===== config.mk =====
export PLATFORM = sky130hd
export DESIGN_NAME = rip_fetch
export DESIGN_NICKNAME = d
export VERILOG_FILES = /design/src/rtl/rip_fetch.sv
export SDC_FILE = /design/constraint.sdc
export NUM_CORES = 1
export LEC_CHECK = 0
export BUFFER_PORTS_ARGS = -buffer_cell sky130_fd_sc_hd__buf_4
export CAP_MARGIN = 20
export CORE_ASPECT_RATIO = 1.75
export CORE_MARGIN = 2
export CORE_UTILIZATION = 56
export CTS_BUF_LIST = sky130_fd_sc_hd__clkbuf_8
export CTS_CLUSTER_DIAMETER = 60
export CTS_CLUSTER_SIZE = 24
export DETAILED_ROUTE_END_ITERATION = 8
export PLACE_DENSITY = 0.86
export REMOVE_ABC_BUFFERS = 1
export SLEW_MARGIN = 25
export SYNTH_ARGS = -nofsm -noshare
export SYNTH_HDL_FRONTEND = slang
export SYNTH_SLANG_ARGS = --single-unit

===== constraint.sdc =====
create_clock -name clk -period 2.4 [get_ports clk]
set_input_delay 0.48 -clock clk [delete_from_list [all_inputs] [get_ports clk]]
set_output_delay 0.48 -clock clk [all_outputs]
set_load 0.005 [all_outputs]

===== src/rtl/rip_fetch.sv =====
// rip_fetch: instruction-fetch stage. Keeps one imem request in flight, parks one
// instruction in a skid buffer while execute stalls, and flushes/refetches on redirect.
module rip_fetch #(
    parameter logic [31:0] RESET_PC = 32'h0000_0000
) (
    input  logic        clk,
    input  logic        rst_n,
    input  logic        ex_stall,
    input  logic        redirect,
    input  logic [31:0] redirect_pc,
    output logic        imem_req,
    output logic [31:0] imem_addr,
    input  logic        imem_gnt,
    input  logic        imem_rvalid,
    input  logic [31:0] imem_rdata,
    output logic [31:0] inst_code,
    output logic [31:0] if_pc,
    output logic        de_ready
);

    localparam int unsigned XLEN = 32;
    localparam int unsigned ILEN = 32;
    localparam logic [XLEN-1:0] PC_STEP    = XLEN'(4);
    localparam logic [XLEN-1:0] ALIGN_MASK = ~XLEN'(3);
    localparam logic [XLEN-1:0] RESET_ADDR = RESET_PC & ALIGN_MASK;

    logic [XLEN-1:0] pc_q, pc_d;
    logic            outstanding_q, outstanding_d;
    logic            drop_q, drop_d;
    logic            hold_valid_q, hold_valid_d;
    logic [ILEN-1:0] hold_inst_q, hold_inst_d;
    logic [XLEN-1:0] hold_pc_q, hold_pc_d;
    logic [XLEN-1:0] req_pc_q, req_pc_d;

    logic [XLEN-1:0] redirect_tgt;
    logic            redirect_act;
    logic            rsp;
    logic            rsp_retire;
    logic            capture;
    logic            hold_next_busy;
    logic            grant;

    // Response acceptance, decode handshake and skid-buffer occupancy for next cycle.
    always_comb begin
        redirect_tgt = redirect_pc & ALIGN_MASK;
        redirect_act = redirect & rst_n;
        rsp_retire   = imem_rvalid & outstanding_q;
        rsp          = rsp_retire & ~drop_q;
        de_ready     = (hold_valid_q | rsp) & ~ex_stall & ~redirect;
        capture      = rsp & (ex_stall | hold_valid_q) & ~redirect;

        hold_valid_d = hold_valid_q;
        if (redirect) begin
            hold_valid_d = 1'b0;
        end else if (de_ready) begin
            hold_valid_d = 1'b0;
        end else if (capture) begin
            hold_valid_d = 1'b1;
        end
        hold_next_busy = hold_valid_d;
    end

    // Request issue: a new request may go out in the same cycle the previous one retires.
    always_comb begin
        imem_req  = rst_n
                  & ~hold_next_busy
                  & (~outstanding_q | imem_rvalid)
                  & ~(drop_q & ~imem_rvalid);
        imem_addr = redirect_act ? redirect_tgt : pc_q;
        grant     = imem_req & imem_gnt;
    end

    // Decode-side output mux: the held entry always wins over a live response.
    always_comb begin
        inst_code = '0;
        if_pc     = '0;
        if (hold_valid_q) begin
            inst_code = hold_inst_q;
            if_pc     = hold_pc_q;
        end else if (rsp) begin
            inst_code = imem_rdata;
            if_pc     = req_pc_q;
        end
    end

    // Next-state for fetch pointer, outstanding tracking and skid payload.
    always_comb begin
        pc_d          = pc_q;
        outstanding_d = outstanding_q;
        drop_d        = drop_q;
        hold_inst_d   = hold_inst_q;
        hold_pc_d     = hold_pc_q;
        req_pc_d      = req_pc_q;

        if (rsp_retire) begin
            outstanding_d = 1'b0;
            drop_d        = 1'b0;
        end

        // A redirect with the response still in flight marks that response stale.
        if (redirect && outstanding_q && !imem_rvalid) begin
            drop_d = 1'b1;
        end

        if (capture) begin
            hold_inst_d = imem_rdata;
            hold_pc_d   = req_pc_q;
        end

        if (grant) begin
            outstanding_d = 1'b1;
            req_pc_d      = imem_addr;
            pc_d          = imem_addr + PC_STEP;
        end else if (redirect) begin
            pc_d = redirect_tgt;
        end
    end

    always_ff @(posedge clk or negedge rst_n) begin
        if (!rst_n) begin
            pc_q          <= RESET_ADDR;
            outstanding_q <= 1'b0;
            drop_q        <= 1'b0;
            hold_valid_q  <= 1'b0;
            hold_inst_q   <= '0;
            hold_pc_q     <= '0;
            req_pc_q      <= '0;
        end else begin
            pc_q          <= pc_d;
            outstanding_q <= outstanding_d;
            drop_q        <= drop_d;
            hold_valid_q  <= hold_valid_d;
            hold_inst_q   <= hold_inst_d;
            hold_pc_q     <= hold_pc_d;
            req_pc_q      <= req_pc_d;
        end
    end

endmodule


# Word-level counts from Yosys, hierarchy flattened

Index checks and enable logic that the tools add are counted.

Output and inout port bits: 98
Logic and storage cells: 49
Input bits: 70
Register bits: 131

Bitwise operators: 22
Add/subtract/negate cells: 1
Reductions and logical operators: 6
Multiplexer cells: 13

Operator list:

| kind                                                             | number |
|---|---|
| 32-bit two-way mux                                               | 7 |
| 32-bit by 3-bit adder with 32-bit output (second input constant) | 1 |
| 1-bit bitwise AND                                                | 12 |
| 1-bit NOT                                                        | 7 |
| 1-bit two-way mux                                                | 6 |
| 2-bit nonzero test                                               | 3 |
| 1-bit OR                                                         | 3 |
| 1-bit logical AND                                                | 2 |
| 1-bit logical NOT                                                | 1 |

# Depth between registers and ports, before layout

Gate-level depths: netlist of the first run.

Depth after elaboration: 13
Gate-level depth with buffers: 13
Depth with buffers taken out: 10

# Worst setup path after synthesis of the first run

OpenSTA, ideal clock, no wires.

Path kind: input to register
Start point: input redirect
End point: register pc_q[18]
Data arrival time: 2.956 ns
Data required time: 2.258 ns
Setup time: 0.142 ns
Path slack: -0.697 ns
Buffers on the path: 3
Cell stages on the path: 12
Path through: nand2_1 > buf_4 > buf_1 > clkbuf_1 > nand2_1 > nand2_1 > ha_1 > nand4_1 > or4_4 > or3_1 > o311ai_1 > a31oi_1

Elaborated cells on any way between the ends: 16
Classes of those cells: add/sub (1); mux (5); bitwise (9); reduce/logical (1)

RTL lines:

| element                                  | line | source |
|---|---|---|
| start: declaration                       | 9    | `input logic redirect,` |
| 1-bit bitwise AND                        | 46   | `redirect_act = redirect & rst_n;` |
| 32-bit two-way mux                       | 69   | `imem_addr = redirect_act ? redirect_tgt : pc_q;` |
| net imem_addr[2]                         | 12   | `output logic [31:0] imem_addr,` |
| 32-bit by 3-bit adder with 32-bit output | 113  | `pc_d = imem_addr + PC_STEP;` |
| 32-bit two-way mux                       | 110  | `if (grant) begin` |
| end signal: assignment                   | 129  | `pc_q <= pc_d;` |
| end: declaration                         | 27   | `logic [XLEN-1:0] pc_q, pc_d;` |

The timed path passes the listed nets, and every way through them passes these cells.
A chain may end at the register's enable or synchronous reset.

# Worst setup path after layout of the first run

Start point: register drop_q
End point: output if_pc[0]

Longest elaborated chain between the ends: 4

Ends and longest elaborated chain:

| element                  | line | source |
|---|---|---|
| start: declaration       | 29   | `logic drop_q, drop_d;` |
| start signal: assignment | 131  | `drop_q <= drop_d;` |
| 1-bit NOT                | 48   | `rsp = rsp_retire & ~drop_q;` |
| 1-bit bitwise AND        | 48   |  |
| 32-bit two-way mux       | 80   | `end else if (rsp) begin` |
| 32-bit two-way mux       | 77   | `if (hold_valid_q) begin` |
| end: declaration         | 17   | `output logic [31:0] if_pc,` |

No other way between the ends.

==> impl.org, run 1 <==
** Status
- The flow ran to the end, and the final reports show no timing, DRC or antenna violations.

** Floorplanning
- 168 I/O pins were placed.
- From left edge to right edge, the die measures 88.66 um.
- The core region is 0.01236 sq mm.
- Starting density of the core :: 56.80%
- Placement row count :: 54
- The die covers 0.01349 sq mm.
- In this run the vertical extent of the chip is 152.1 um.

** Synthesis
- The number of different library cells used by synthesis comes to 52.
- Synth Warn # :: 0
- Commonest cells in the netlist :: 131 x sky130_fd_sc_hd__dfrtp_1, 93 x sky130_fd_sc_hd__nand2_1, 84 x sky130_fd_sc_hd__mux2_2, 64 x sky130_fd_sc_hd__a22o_1, 42 x sky130_fd_sc_hd__o21ai_0
- Top post-synthesis cells by area :: sky130_fd_sc_hd__dfrtp_1 47%, sky130_fd_sc_hd__mux2_2 13%, sky130_fd_sc_hd__a22o_1 8.0%
- Dominant cell type by area after synthesis :: sky130_fd_sc_hd__dfrtp_1
- Ys async rst share :: 100.0%
- Leading cell type by number of instances after synthesis :: sky130_fd_sc_hd__dfrtp_1
- The synthesized design contains 0 enable-type register cells.
- Counting flops and latches in the post-synthesis netlist gives 131.
- The share of synthesized area in the top cell type comes to 46.68%.
- Per-instance average area after synthesis :: 10.39 sq um
- Synthesis produced a netlist whose cell count is 676.
- Sequential elements use 46.68% of the synthesized area.
- The cell area that synthesis handed to floorplanning was 0.007023 sq mm.
- Primary FF master, synth :: sky130_fd_sc_hd__dfrtp_1

** Timing
- Sum of negative setup slack :: 0 ps
- Max Clock Skew :: 9.830 ps
- Time the worst path needs with I/O delays and setup :: 2335 ps
- Share of the clock period used by the worst path after layout :: 97.30%
- Setup violations remaining at the end of the flow were counted as 0.
- The number of max-slew violations in the final report was 0.
- Relative max-transition margin :: 51.11%
- For the pin with the worst max-slew slack, the measured transition is 733.4 ps.
- Max Clk Rate :: 428.3 MHz
- Hold Fails Final Rpt :: 0
- Hold is met by 170.2 ps.

** Global routing
- The first global-routing pass estimated 31.38 mm of wire.
- Global routing finished with a remaining overflow of 0.
- The initial antenna violation count came to 0.
- Entering global routing, the biggest net connects 60 pins.
- Across every metal layer, demand over resource in global routing totals 29.95%.
- Vias in the first global route :: 6,492

** Placed design
- Global placement routability congestion :: 0.9288
- Detailed placement finished with a half-perimeter wire length of 14.24 mm.
- In this run the cell area measured after placement is 0.008991 sq mm.
- Including well taps, the total number of placed cells is 1,046.
- IO buf count :: 165

** Finish
- Area used by multi-input combinational logic :: 0.003511 sq mm
- Layout fillers :: 833
- Registers take 0.003279 sq mm.
- Share of cells above drive strength 1 :: 41.70%
- 0 antenna diodes ended up in the layout.
- With fillers left out, the area of the finished cells amounts to 0.009522 sq mm.
- The final layout contains 974 nets.
- Count of placed standard cells in the final layout, fillers left out :: 1,084
- Fraction of the core area covered by cells at the end of the flow :: 77.01%
- Area Growth Syn to Fin :: 35.58%

** Setup path
- Of all nets on the critical path, the largest fanout is 14.
- STA puts the critical path data arrival time at 1860 ps.
- Setup crit end kind :: primary output
- Nature of the critical path startpoint :: flop
- For the worst setup path, the data required time is 1920 ps.
- Type of the setup path with the least slack :: reg -> out

** Clock network
- At the later pin of the worst-skew pair, clock insertion delay measures 450 ps.
- TritonCTS built the clock tree.
- Max clock buf depth :: 2
- Clock-pin slew was measured on the worst setup and hold paths at 80 ps.
- Clock root buffer :: sky130_fd_sc_hd__clkbuf_8
- TritonCTS Buffers :: 17
- The H-tree was split into 4 levels.
- CTS saw 131 sinks.

** Pwr
- Power per unit of standard cell area :: 758.8 mW/mm^2
- For this design the static power due to leakage is 4.624 nW.
- Worst ir drop on vdd :: 0.5005 mV

** Route
- Number of iterations in the first detailed-routing pass :: 5
- DR iter-0 viols :: 434
- In the routed layout, each cell is associated on average with a via count of 5.861.
- Summed over all layers, the routed wires come to 20.74 mm.
- Drt wl/cell :: 19.13 um
- Once detail routing completed, the nets flagged for antenna violations numbered 0.
- Detailed-route DRC error count :: 0
- Via count :: 6,353

** Job
- Max Cap Viol :: 0

** Hold path
- The tightest min-delay check is of the in -> async type.
-- flip-flops by register name, summed over array words and instances, names as in the netlist --
signal         count
outstanding_q      1
req_pc_q          32
drop_q             1
hold_inst_q       32
hold_pc_q         32
hold_valid_q       1
pc_q              32
-- per-layer routing --
metal / wire length, um / up-vias / global-route usage (%)
met5: 0 / - / 0
met4: 1042 / 0 / 17.46
met3: 1019 / 72 / 4.605
met2: 11070 / 264 / 51.24
met1: 7604 / 3108 / 34.22
li1: - / 2909 / -
-- report_power, final --
group | switching [mW] | internal [mW] | total [mW]
logic | 0.825 | 1.08 | 1.90
clock network | 0.892 | 1.05 | 1.94
registers | 0.457 | 2.93 | 3.39
total | 2.17 | 5.05 | 7.22
-- critical path: stages (launching register included) --
cell and delay (ps):
sky130_fd_sc_hd__dfrtp_1 410, sky130_fd_sc_hd__nand3b_1 230, sky130_fd_sc_hd__nor2_4 160, sky130_fd_sc_hd__buf_12 150
sky130_fd_sc_hd__buf_6 200, sky130_fd_sc_hd__a22o_1 150, sky130_fd_sc_hd__buf_4 110
-- final timing paths --
kind,endpoint,start,cells past startpoint,slack [ps]
max,if_pc[0],drop_q,6,60
min,pc_q[5],rst_n,3,170
max reg2reg,pc_q[17],pc_q[7],8,200
min reg2reg,req_pc_q[20],req_pc_q[20],2,510
max in group asynchronous,req_pc_q[20],rst_n,4,1590
min in group clk,drop_q,imem_rvalid,2,240
-- kinds of logic (layout without fill, tap and decap cells) --
logic type	Yosys count	after routing	share of synthesized area, %
DFF	131	131	46.68
AOI/OAI and AO/OA	147	147	15.09
adders and majority gates	1	1	0.1781
and+or+nand+nor	196	196	13.75
muxes	116	116	18.03
buffers and inverters	65	305	3.777
xor gates and xnor gates	20	20	2.494
-- final cells by class --
type / instances / share of cell area [%]
Clock buffer: 18 / 2.602
Inverter: 19 / 0.7490
Sequential cell: 131 / 34.44
Multi-Input combinational cell: 480 / 36.87
Tap cell: 168 / 2.208
Timing Repair Buffer: 254 / 21.45
Clock inverter: 14 / 1.682
-- timing repair --
| action | CTS | global route |
|---|---|---|
| resized for setup | 1 | 4 |
| setup endpoints to repair | 1 | 68 |
| setup buffers | 0 | 2 |
| cloned | 0 | 4 |
| pin swaps | 0 | 1 |
| hold buffers | 0 | 0 |
-- stage by stage --
step           setup slack, ps  power, mW
2_1_floorplan            -4057      4.334
3_3_place_gp            -239.8      5.083
3_5_place_dp            -307.2      5.246
4_1_cts                  20.85      7.181
5_1_grt                 -7.145      7.591
6_report                 64.92      7.225
-- layout by cell type, fill, tap and decap left out, types with 4 or more instances in the layout --
cell type                    netlist  layout
sky130_fd_sc_hd__mux2_2           84      84
sky130_fd_sc_hd__nor2b_1           4       4
sky130_fd_sc_hd__dfrtp_1         131     130
sky130_fd_sc_hd__a22o_1           64      64
sky130_fd_sc_hd__buf_12            0       6
sky130_fd_sc_hd__inv_1            19      21
sky130_fd_sc_hd__and2_1            4       4
sky130_fd_sc_hd__nand4_1          10      10
sky130_fd_sc_hd__a211oi_1          5       5
sky130_fd_sc_hd__a31oi_1           6       6
sky130_fd_sc_hd__mux2i_1          32      31
sky130_fd_sc_hd__clkbuf_8          0      18
sky130_fd_sc_hd__clkinvlp_4        0       4
sky130_fd_sc_hd__nor3_1           14      13
sky130_fd_sc_hd__nand3_1          16      16
sky130_fd_sc_hd__nor2_1           24      22
sky130_fd_sc_hd__and3_1            6       6
sky130_fd_sc_hd__a21oi_1           9       9
sky130_fd_sc_hd__xor2_1            7       7
sky130_fd_sc_hd__o21ai_0          42      40
sky130_fd_sc_hd__and4_1            6       6
sky130_fd_sc_hd__buf_4             1     243
sky130_fd_sc_hd__nand2_1          93      92
sky130_fd_sc_hd__xnor2_1          13      13
No activity file was read; power rests on OpenSTA's default activity.
==> inputs of run 2 (changes only) <==
--- a/config.mk
+++ b/config.mk
@@ -5,11 +5,12 @@
 export SDC_FILE = /design/constraint.sdc
 export NUM_CORES = 1
 export LEC_CHECK = 0
+export ABC_AREA = 1
 export BUFFER_PORTS_ARGS = -buffer_cell sky130_fd_sc_hd__buf_4
 export CAP_MARGIN = 20
 export CORE_ASPECT_RATIO = 1.75
 export CORE_MARGIN = 2
-export CORE_UTILIZATION = 56
+export CORE_UTILIZATION = 57
 export CTS_BUF_LIST = sky130_fd_sc_hd__clkbuf_8
 export CTS_CLUSTER_DIAMETER = 60
 export CTS_CLUSTER_SIZE = 24
==> run 2 against run 1 <==
Against the previous run: critical path type unchanged; critical endpoint is now inst_code[16]; power fell by 7.3%; largest cell class unchanged; flip-flop and latch count did not move; clock power fell by 16%; sequential share of layout area rose by 0.71 points; area after synthesis rose by 6.6%.
==> impl.org, run 2 <==
** Pwr
- Share of total power in the clock network :: 24.1% (-2.7 points)
- The internal power component is 4.401 mW (-13%).
- The worst IR drop on VDD came to 0.4426 mV (-12%).
- The proportion of total power due to net switching came to 34.33% (+4.2 points).
- The combinational cell fraction of total power is 27.8% (+1.5 points).
- Share of total power in sequential cells :: 48.1% (+1.2 points)
- Leakage power of the design :: 4.851 nW (+4.9%)
- The total power density per cell area came to 717.8 mW/mm^2 (-5.4%).
- The post-layout total power was 6.701 mW (-7.3%).
- The net switching power was 2.300 mW (+5.8%).

** Finish
- Commonest cells after routing, fill and taps aside :: 331 x sky130_fd_sc_hd__nand2_1, 190 x sky130_fd_sc_hd__buf_4, 130 x sky130_fd_sc_hd__dfrtp_1
- The utilization after layout was 72.54% (-4.5 points).
- The number of fill cells was 1,054 (+27%).
- The library cell used most frequently in the layout, excluding fill and tap cells, is sky130_fd_sc_hd__nand2_1.
- Fin nets :: 1,240 (+27%)
- The number of antenna repair diodes was 0 (unchanged).
- Area Growth Syn to Fin :: 24.68%
- The post-layout instance area came to 0.009335 sq mm (-2.0%).
- The number of cells in the finished layout apart from fillers is 1,353 (+25%).
- Share of cells above drive strength 1 :: 24.11% (-18 points)

** Timing
- Time the worst path needs with I/O delays and setup :: 2281 ps (-54.29 ps)
- Relative max-transition margin :: 65.00% (+14 points)
- Setup repair after global routing left no endpoint under its margin.
- Transition time of the tightest slew-check pin :: 523.1 ps (-210.3 ps)
- Final setup margin :: 119.2 ps (+54.29 ps)
- The number of hold violations in the final report came to 0 (unchanged).
- The setup-violating endpoint count in the final report is 0 (unchanged).
- Number of pins with negative max-slew slack in the final report :: 0 (unchanged)
- The total negative setup slack was 0 ps (unchanged).
- The hold slack is 33.91 ps (-136.3 ps).
- Share of the clock period used by the worst path after layout :: 95.03% (-2.3 points)
- The clock skew came to 9.984 ps (+0.1545 ps).
- Max Clk Rate :: 438.4 MHz (+2.4%)

** Route
- The first-pass detailed-route iteration total was 5 (unchanged).
- The DRC violation count after routing came to 0 (unchanged).
- The post-detailed-routing wire length came to 18.96 mm (-8.6%).
- The remaining antenna violation count after routing is 0 (unchanged).
- The starting DRC count in detailed routing is 440 (+1.4%).
- Routed via count divided by cell count :: 5.281 (-9.9%)
- Via count :: 7,145 (+12%)
- Drt wl/cell :: 14.01 um (-27%)

** Hold path
- The worst hold path belongs to the class in -> async.

** Setup path
- The cell that appears most often on the critical path is sky130_fd_sc_hd__buf_4.
- Master of the slowest instance on the critical path :: sky130_fd_sc_hd__dfrtp_4
- Nature of the critical path startpoint :: flop
- Setup crit end kind :: primary output
- The setup slack on the worst flop-to-flop path was 290 ps (+90 ps).
- WP buf/inv :: 2 (-1)
- The largest stage delay on the critical path is 620 ps (+210 ps).
- By startpoint and endpoint, the worst setup path is classified as reg -> out.
- Cell family with most CP delay :: flip-flops
- Top fanout value on the critical path :: 28 (+14)
- Cells traversed along the worst timing path :: buf_4 -> o31ai_1 -> buf_4
- Worst EP arrival :: 1800 ps (-60 ps)
- The data required time at the worst endpoint came to 1920 ps (about the same).

** Synthesis
- sky130_fd_sc_hd__dfrtp_1 takes more of the synthesized area than any other cell.
- The post-synthesis instance area was 0.007487 sq mm (+6.6%).
- Per-instance average area after synthesis :: 7.398 sq um (-29%)
- After synthesis, the cell types taking the most area are sky130_fd_sc_hd__dfrtp_1 44%, sky130_fd_sc_hd__nand2_1 17%, sky130_fd_sc_hd__o21ai_0 6.9%.
- The fraction of post-synthesis cell area in the top cell type by area was 43.78% (-2.9 points).
- Primary FF master, synth :: sky130_fd_sc_hd__dfrtp_1
- Ys async rst share :: 100.0% (unchanged)
- Synth Warn # :: 0 (unchanged)
- The post-synthesis sequential element count came to 131 (unchanged).
- The portion of the post-synthesis area used by sequential elements was 43.78% (-2.9 points).
- Netlist cell types :: 38 (-27%)
- Number of instances in the synthesized netlist :: 1,012 (+50%)
- The number of synthesized flops with an enable pin was 0 (unchanged).
- Leading cell type by number of instances after synthesis :: sky130_fd_sc_hd__nand2_1
- Commonest cells in the netlist :: 331 x sky130_fd_sc_hd__nand2_1, 131 x sky130_fd_sc_hd__dfrtp_1, 124 x sky130_fd_sc_hd__inv_1, 103 x sky130_fd_sc_hd__o21ai_0, 64 x sky130_fd_sc_hd__o31ai_1

** Job
- The max-capacitance violation count was 0 (unchanged).

** Floorplanning
- The die outline width was 90.64 um (+2.2%).
- Number of I/O pins :: 168 (unchanged)
- The initial core utilization is 58.18% (+1.4 points).
- Area of the die :: 0.01410 sq mm (+4.6%)
- Core region area :: 0.01287 sq mm (+4.1%)
- Placement row count :: 55 (+1.9%)
- Die height :: 155.6 um (+2.3%)

** Placed design
- Detail Placement HPWL :: 13.59 mm (-4.5%)
- The number of input and output port buffers inserted came to 165 (unchanged).
- Number of cells in the design after placement :: 1,320 (+26%)
- The placer's final routability congestion estimate came to 0.8959 (-3.5%).
- The worst slack at placement was 72.49 ps (+379.7 ps).
- The instance area at placement was 0.008981 sq mm (-0.11%).

** Clock network
- TritonCTS Buffers :: 17 (unchanged)
- The number of levels in the clock H-tree came to 4 (unchanged).
- Max clock buf depth :: 2 (unchanged)
- TritonCTS built the clock tree.
- The clock transition at the registers of the reported paths came to 80 ps (about the same).
- Clock root buffer :: sky130_fd_sc_hd__clkbuf_8
- Clock latency reported for the late side of the worst-skew pair :: 440 ps (about the same)
- Post-CTS Repair Setup Buffers :: 0 (unchanged)
- The clock sink total is 131 (unchanged).

** Global routing
- Antenna violations before repair :: 0 (unchanged)
- The total global routing overflow is 0 (unchanged).
- Largest net degree at the start of global routing :: 71 (+18%)
- All-layer global routing usage :: 27.71% (-2.2 points)
- The wire length of the first global-routing pass is 31.63 mm (+0.79%).
- Vias in the first global route :: 6,747 (+3.9%)

** Status
- The flow ran to the end, and the final reports show no timing, DRC or antenna violations.
==> run 2: per-layer routing <==
metal  GRT usage, %  vias up  wire length (um)
li1               -     3551                 -
met1          34.18     3329              7540
met2          48.08      226              9901
met3          4.734       39               918
met4          11.43        0               597
met5              0        -                 0
==> run 2: cells by family after synthesis <==
family	Yosys count	synth area share, %
AO/OA/AOI/OAI	209	16.66
buffers and inverters	187	10.34
adder cells (fa/ha/maj)	1	0.1671
multiplexers	1	0.1337
AND/OR/NAND/NOR	476	28.09
flip-flops	131	43.78
XOR/XNOR	7	0.8189
==> run 2: final timing paths <==
check,end,cells after the start,start
min in group clk,outstanding_q,2,imem_rvalid
max,inst_code[16],3,hold_valid_q
max reg2reg,pc_q[29],9,hold_valid_q
max in group asynchronous,pc_q[2],2,rst_n
min reg2reg,pc_q[18],2,pc_q[18]
min,req_pc_q[11],2,rst_n
==> run 2: power by group through the flow <==
stage / Combinational, mW / Sequential, mW / Clock, mW
floorplan: 1.12 / 3.19 / 0
global placement: 1.80 / 3.22 / 0
detailed placement: 1.87 / 3.25 / 0
CTS: 1.87 / 3.22 / 1.66
global route: 2.11 / 3.30 / 1.76
finish: 1.86 / 3.22 / 1.62
==> run 2: cell type report <==
cell class | instances | area (sq um) | area share (%)
multi-input combinational | 694 | 3456 | 37.02
tap | 171 | 214.0 | 2.292
sequential | 131 | 3282 | 35.16
clock inverter | 14 | 91.34 | 0.9784
inverter | 127 | 476.7 | 5.107
timing repair buffer | 198 | 1568 | 16.79
clock buffer | 18 | 247.7 | 2.654
==> run 2: repair_timing <==
item,CTS,global route
endpoints found under the setup margin,0,1
gates resized for setup,0,1
hold buffers,1,0
endpoints found under the hold margin,4,0
